[src/rtl/bitwise_op_pkg.sv]
// Shared opcodes, FSM encodings and id width for the bitwise-op scheduler.
package bitwise_op_pkg;

   localparam logic [2:0] OP_AND  = 3'b000;
   localparam logic [2:0] OP_OR   = 3'b001;
   localparam logic [2:0] OP_XOR  = 3'b010;
   localparam logic [2:0] OP_NAND = 3'b100;
   localparam logic [2:0] OP_NOR  = 3'b101;
   localparam logic [2:0] OP_XNOR = 3'b110;

   localparam int unsigned ID_W = 3;

   typedef enum logic [1:0] {
      S_IDLE = 2'd0,
      S_EXEC = 2'd1,
      S_DONE = 2'd2
   } state_t;

endpackage

[src/rtl/bitwise_op_unit.sv]
// Combinational bitwise operation: f(op, a, b) -> {err, data}.
module bitwise_op_unit #(
   parameter int unsigned WIDTH = 16
) (
   input  logic [2:0]       op,
   input  logic [WIDTH-1:0] a,
   input  logic [WIDTH-1:0] b,
   output logic [WIDTH-1:0] data,
   output logic             err
);
   import bitwise_op_pkg::*;

   always_comb begin
      data = '0;
      err  = 1'b0;
      case (op)
         OP_AND:  data = a & b;
         OP_OR:   data = a | b;
         OP_XOR:  data = a ^ b;
         OP_NAND: data = ~(a & b);
         OP_NOR:  data = ~(a | b);
         OP_XNOR: data = ~(a ^ b);
         default: err  = 1'b1;
      endcase
   end

endmodule

[src/rtl/bitwise_op_scheduler.sv]
// Shares one multi-cycle bitwise unit between NREQ requesters.
// Define BITWISE_ARB_RR_EN for round-robin arbitration; default is fixed priority.
module bitwise_op_scheduler #(
   parameter int unsigned WIDTH   = 16,
   parameter int unsigned NREQ    = 2,
   parameter int unsigned LATENCY = 10
) (
   input  logic                  clk,
   input  logic                  rst_n,
   input  logic [NREQ-1:0]       req_valid,
   output logic [NREQ-1:0]       req_ready,
   input  logic [NREQ*3-1:0]     req_op,
   input  logic [NREQ*WIDTH-1:0] req_a,
   input  logic [NREQ*WIDTH-1:0] req_b,
   output logic                  rsp_valid,
   output logic [2:0]            rsp_id,
   output logic [WIDTH-1:0]      rsp_data,
   output logic                  rsp_err,
   output logic                  busy
);
   import bitwise_op_pkg::*;

   localparam int unsigned     CNT_W    = (LATENCY > 1) ? $clog2(LATENCY) : 1;
   localparam logic [CNT_W-1:0] CNT_LOAD = CNT_W'(LATENCY - 1);

   state_t            state_q, state_d;
   logic [CNT_W-1:0]  cnt_q;
   logic [2:0]        op_q;
   logic [WIDTH-1:0]  a_q, b_q, data_q;
   logic              err_q;
   logic [ID_W-1:0]   id_q;

   logic              gnt_found;
   logic [ID_W-1:0]   gnt_idx;
   logic [2:0]        sel_op;
   logic [WIDTH-1:0]  sel_a, sel_b;
   logic [WIDTH-1:0]  unit_data;
   logic              unit_err;

`ifdef BITWISE_ARB_RR_EN
   logic [ID_W-1:0]   last_grant_q;

   // Search starts just after the previous winner and wraps around.
   always_comb begin
      gnt_found = 1'b0;
      gnt_idx   = '0;
      for (int k = 1; k <= int'(NREQ); k++) begin
         for (int i = 0; i < int'(NREQ); i++) begin
            if (!gnt_found && req_valid[i] &&
                (i == (int'(last_grant_q) + k) % int'(NREQ))) begin
               gnt_found = 1'b1;
               gnt_idx   = ID_W'(i);
            end
         end
      end
   end

   always_ff @(posedge clk) begin
      if (!rst_n) begin
         last_grant_q <= ID_W'(NREQ - 1);
      end else if (state_q == S_IDLE && gnt_found) begin
         last_grant_q <= gnt_idx;
      end
   end
`else
   always_comb begin
      gnt_found = 1'b0;
      gnt_idx   = '0;
      for (int i = 0; i < int'(NREQ); i++) begin
         if (!gnt_found && req_valid[i]) begin
            gnt_found = 1'b1;
            gnt_idx   = ID_W'(i);
         end
      end
   end
`endif

   always_comb begin
      sel_op = '0;
      sel_a  = '0;
      sel_b  = '0;
      for (int i = 0; i < int'(NREQ); i++) begin
         if (gnt_idx == ID_W'(i)) begin
            sel_op = req_op[3*i +: 3];
            sel_a  = req_a[WIDTH*i +: WIDTH];
            sel_b  = req_b[WIDTH*i +: WIDTH];
         end
      end
   end

   always_comb begin
      for (int i = 0; i < int'(NREQ); i++) begin
         req_ready[i] = rst_n && (state_q == S_IDLE) && gnt_found && (gnt_idx == ID_W'(i));
      end
   end

   always_comb begin
      state_d = state_q;
      case (state_q)
         S_IDLE:  if (gnt_found) state_d = S_EXEC;
         S_EXEC:  if (cnt_q == '0) state_d = S_DONE;
         S_DONE:  state_d = S_IDLE;
         default: state_d = S_IDLE;
      endcase
   end

   always_ff @(posedge clk) begin
      if (!rst_n) begin
         state_q <= S_IDLE;
         cnt_q   <= '0;
         op_q    <= '0;
         a_q     <= '0;
         b_q     <= '0;
         id_q    <= '0;
         data_q  <= '0;
         err_q   <= 1'b0;
      end else begin
         state_q <= state_d;
         case (state_q)
            S_IDLE: begin
               if (gnt_found) begin
                  op_q  <= sel_op;
                  a_q   <= sel_a;
                  b_q   <= sel_b;
                  id_q  <= gnt_idx;
                  cnt_q <= CNT_LOAD;
               end
            end
            S_EXEC: begin
               if (cnt_q == '0) begin
                  data_q <= unit_data;
                  err_q  <= unit_err;
               end else begin
                  cnt_q <= cnt_q - 1'b1;
               end
            end
            default: ;
         endcase
      end
   end

   bitwise_op_unit #(
      .WIDTH (WIDTH)
   ) u_unit (
      .op   (op_q),
      .a    (a_q),
      .b    (b_q),
      .data (unit_data),
      .err  (unit_err)
   );

   assign rsp_valid = (state_q == S_DONE);
   assign rsp_id    = id_q;
   assign rsp_data  = data_q;
   assign rsp_err   = err_q;
   assign busy      = (state_q != S_IDLE);

endmodule

[config.mk]
export PLATFORM = sky130hd
export DESIGN_NAME = bitwise_op_scheduler
export DESIGN_NICKNAME = d
export VERILOG_FILES = /design/src/rtl/bitwise_op_pkg.sv /design/src/rtl/bitwise_op_unit.sv /design/src/rtl/bitwise_op_scheduler.sv
export SDC_FILE = /design/constraint.sdc
export NUM_CORES = 1
export LEC_CHECK = 0
export BUFFER_PORTS_ARGS = -buffer_cell sky130_fd_sc_hd__buf_2
export CORE_ASPECT_RATIO = 1.25
export CORE_MARGIN = 1
export CORE_UTILIZATION = 45
export CTS_CLUSTER_SIZE = 40
export DETAILED_ROUTE_END_ITERATION = 10
export PLACE_DENSITY = 0.7
export SLEW_MARGIN = 20
export SYNTH_ARGS = -nofsm -noshare
export SYNTH_HDL_FRONTEND = slang
export SYNTH_SLANG_ARGS = --single-unit
[constraint.sdc]
create_clock -name clk -period 1.9 [get_ports clk]
set_input_delay 0.095 -clock clk [delete_from_list [all_inputs] [get_ports clk]]
set_output_delay 0.095 -clock clk [all_outputs]
set_load 0.02 [all_outputs]
==> reports/qor.csv <==
metric,value,unit
DP Area,0.003812,sq mm
Crit Path Max Fanout,6,
met2 Resource Use GR,45.69,%
H-Tree Depth,3,
total CTS buffers,9,
GR Util met3,5.327,%
Worst Path Buf+Inv,1,
maximum vdd ir drop,0.4666,mV
startpoint types,flip-flop,
fin nets,647,
synth unique cells,37,
Worst Hold Class,input port to flip-flop,
vias per cell,5.129,
Finished Layout Cells,634,
# DRC,0,
I/O pin count,98,
drt pass-1 iters,5,
Avg WL per Cell,14.44,um
Root Driver,clkbuf_8,
Final Hold Vio Count,0,
cell family with most CP delay,simple AND/OR/NAND/NOR gates,
clock slew at reported path FFs,70,ps
Leakage,0.002388,uW
cells after synthesis,380,
MaxCap Viol Count,0,
final core occ,67.27,%
P_int,2618,uW
CTS tree,yes,
Final min period,1799,ps
Port Buf Inserts,95,
post-route ant nets,0,
status,"complete, no violations",
CORE AREA,0.007062,sq mm
final wirelength,9.154,mm
fraction of registers with async set or reset after synthesis,0,%
final setup fails,0,
GRT Util Overall,24.73,%
Comb pwr share,25.0,%
critical path required time,2140,ps
synth warn,0,
worst-path cell chain,inv_1 -> ha_1 -> nor3b_2 -> nor2_1 -> or3_1 -> and3_1,
Synth-to-Final Area Change,43.01,%
crit path kind,flip-flop to flip-flop,
Synth area leaders,"dfxtp_1, ha_1, nand2_1",
clock latency on the worst-skew pair,340,ps
largest net degree at the start of global routing,38,
pwr/cell area,784.3,mW/mm^2
R2R Setup Slk,100,ps
Pins Over Slew Limit,0,
Antenna diodes,0,
number of synthesized flops with an enable pin,0,
Highest Clock Rate,555.9,MHz
vias in the first global route,3268,
clock network power share,35.4,%
sequential area share after synthesis,35.56,%
crit path DAT,2040,ps
Max stage delay on crit path,420,ps
Starting Density,47.04,%
switching power,1109,uW
total gr overflow,0,
initial antenna violation count,0,
layout cells sized above 1,22.98,%
Sequential Power Share,39.6,%
Worst setup EP type,flip-flop,
Main synth FF type,dfxtp_1,
num rows,34,
Final Cell Area,0.004751,sq mm
fin crit share,94.68,%
Vert. Die Dim,98.06,um
Fin Setup TNS,0,ps
first-pass GRT wire length,14.83,mm
via count,3252,
post-CTS setup buffers,0,
busiest grt layer,met2,
RSZ-0062 raised after global routing,false,
Synth top area share,35.56,%
die area,0.007732,sq mm
M1 GR Usage,26.76,%
"Slowest-stage cell, CP",nor3b_2,
Fin Clk Skew,6.311,ps
clock sinks,59,
DP HPWL,5.303,mm
Post-Syn Area,0.003322,sq mm
cell taking the most area after synthesis,dfxtp_1,
average cell area after synthesis,8.742,sq um
CTS max path bufs,2,
#FFs+latches synth,59,
dpl cells,548,
post-route total power,3726,uW
RePlAce Congestion,0.8005,
Sw Ratio,29.75,%
Die Wd,78.85,um
DRC marker count from the first detailed-route iteration,159,
==> flip-flops by register name, indices dropped and copies added (netlist names) <==
name,count
b_q,16
op_q,3
state_q,2
a_q,16
rsp_err,1
rsp_data,16
rsp_id,1
cnt_q,4
==> cells in the mapped netlist, types with 3 or more instances <==
| master | count |
|---|---|
| a22oi_1 | 36 |
| dfxtp_1 | 59 |
| and3_1 | 3 |
| mux2i_1 | 15 |
| buf_6 | 3 |
| nor2_1 | 20 |
| buf_4 | 5 |
| a21boi_1 | 3 |
| or3_1 | 4 |
| ha_1 | 34 |
| a221o_1 | 15 |
| nand2_1 | 74 |
| inv_1 | 35 |
| a21oi_1 | 16 |
| buf_2 | 15 |
| xor2_1 | 16 |
==> repair_timing <==
| action | CTS | global route |
|---|---|---|
| endpoints found under the hold margin | 35 | 0 |
| hold buffers | 70 | 0 |
| gates resized for setup | 0 | 2 |
| setup endpoints to repair | 0 | 17 |
==> metrics by stage <==
step                      worst slack, ps  hold WS (ps)
after global routing               0.2420         81.12
final                               101.1         82.29
after global placement              158.9         279.0
after detailed placement            89.95         281.8
after floorplan                     296.0         194.0
after CTS                           59.17         65.99
==> routing by layer <==
metal	share of wire (%)	wire, um	up-vias
met3	3.5	317	22
met5	0	0	-
met1	41	3720	1531
li1	-	-	1605
met4	2.5	233	0
met2	53	4882	94
==> kinds of logic (layout without fill, tap and decap cells) <==
logic type / Yosys count / in the layout / synth area share (%)
multiplexers: 17 / 17 / 5.198
XOR/XNOR: 16 / 16 / 4.218
other: 1 / 2 / 0.1129
buffers and inverters: 60 / 223 / 8.588
AND/OR/NAND/NOR: 117 / 117 / 16.35
flip-flops: 59 / 59 / 35.56
AO/OA/AOI/OAI: 76 / 76 / 17.17
adder cells (fa/ha/maj): 34 / 34 / 12.81
==> final timing paths <==
path	startpoint	cells after the start	to
setup / recovery	cnt_q[0]	6	cnt_q[0]
hold / removal	rst_n	2	state_q[0]
setup reg to reg	cnt_q[0]	6	cnt_q[0]
hold reg to reg	rsp_id[0]	1	rsp_id[0]
==> area by class of cell <==
class,count,area [sq um]
Fill cell,545,2311
Multi-Input combinational cell,262,1867
Timing Repair Buffer,172,1232
Sequential cell,59,1181
Clock buffer,11,151.4
Inverter,35,131.4
Tap cell,90,112.6
Clock inverter,5,75.07
==> worst reg2reg max path: stages (launching register included) <==
cell and delay (ps):
dfxtp_1 330, inv_1 90, ha_1 190, nor3b_2 420
nor2_1 150, or3_1 350, and3_1 160
==> placed cells by master, fill, tap and decap left out, types with 16 or more instances in the layout <==
cell type	netlist	routed
a22oi_1	36	36
dfxtp_1	59	59
dlygate4sd3_1	0	70
ha_1	34	34
nand2_1	74	74
nor2_1	20	20
buf_2	15	95
xor2_1	16	16
a21oi_1	16	16
inv_1	35	35
==> power by group through the flow <==
stage	registers [uW]	clock network [uW]	logic, uW
after detailed placement	1500	0	803
after global placement	1500	0	778
after CTS	1480	1340	918
after global routing	1500	1390	1040
after floorplan	1500	0	574
final	1480	1320	931
No activity file was read; power rests on OpenSTA's default activity.
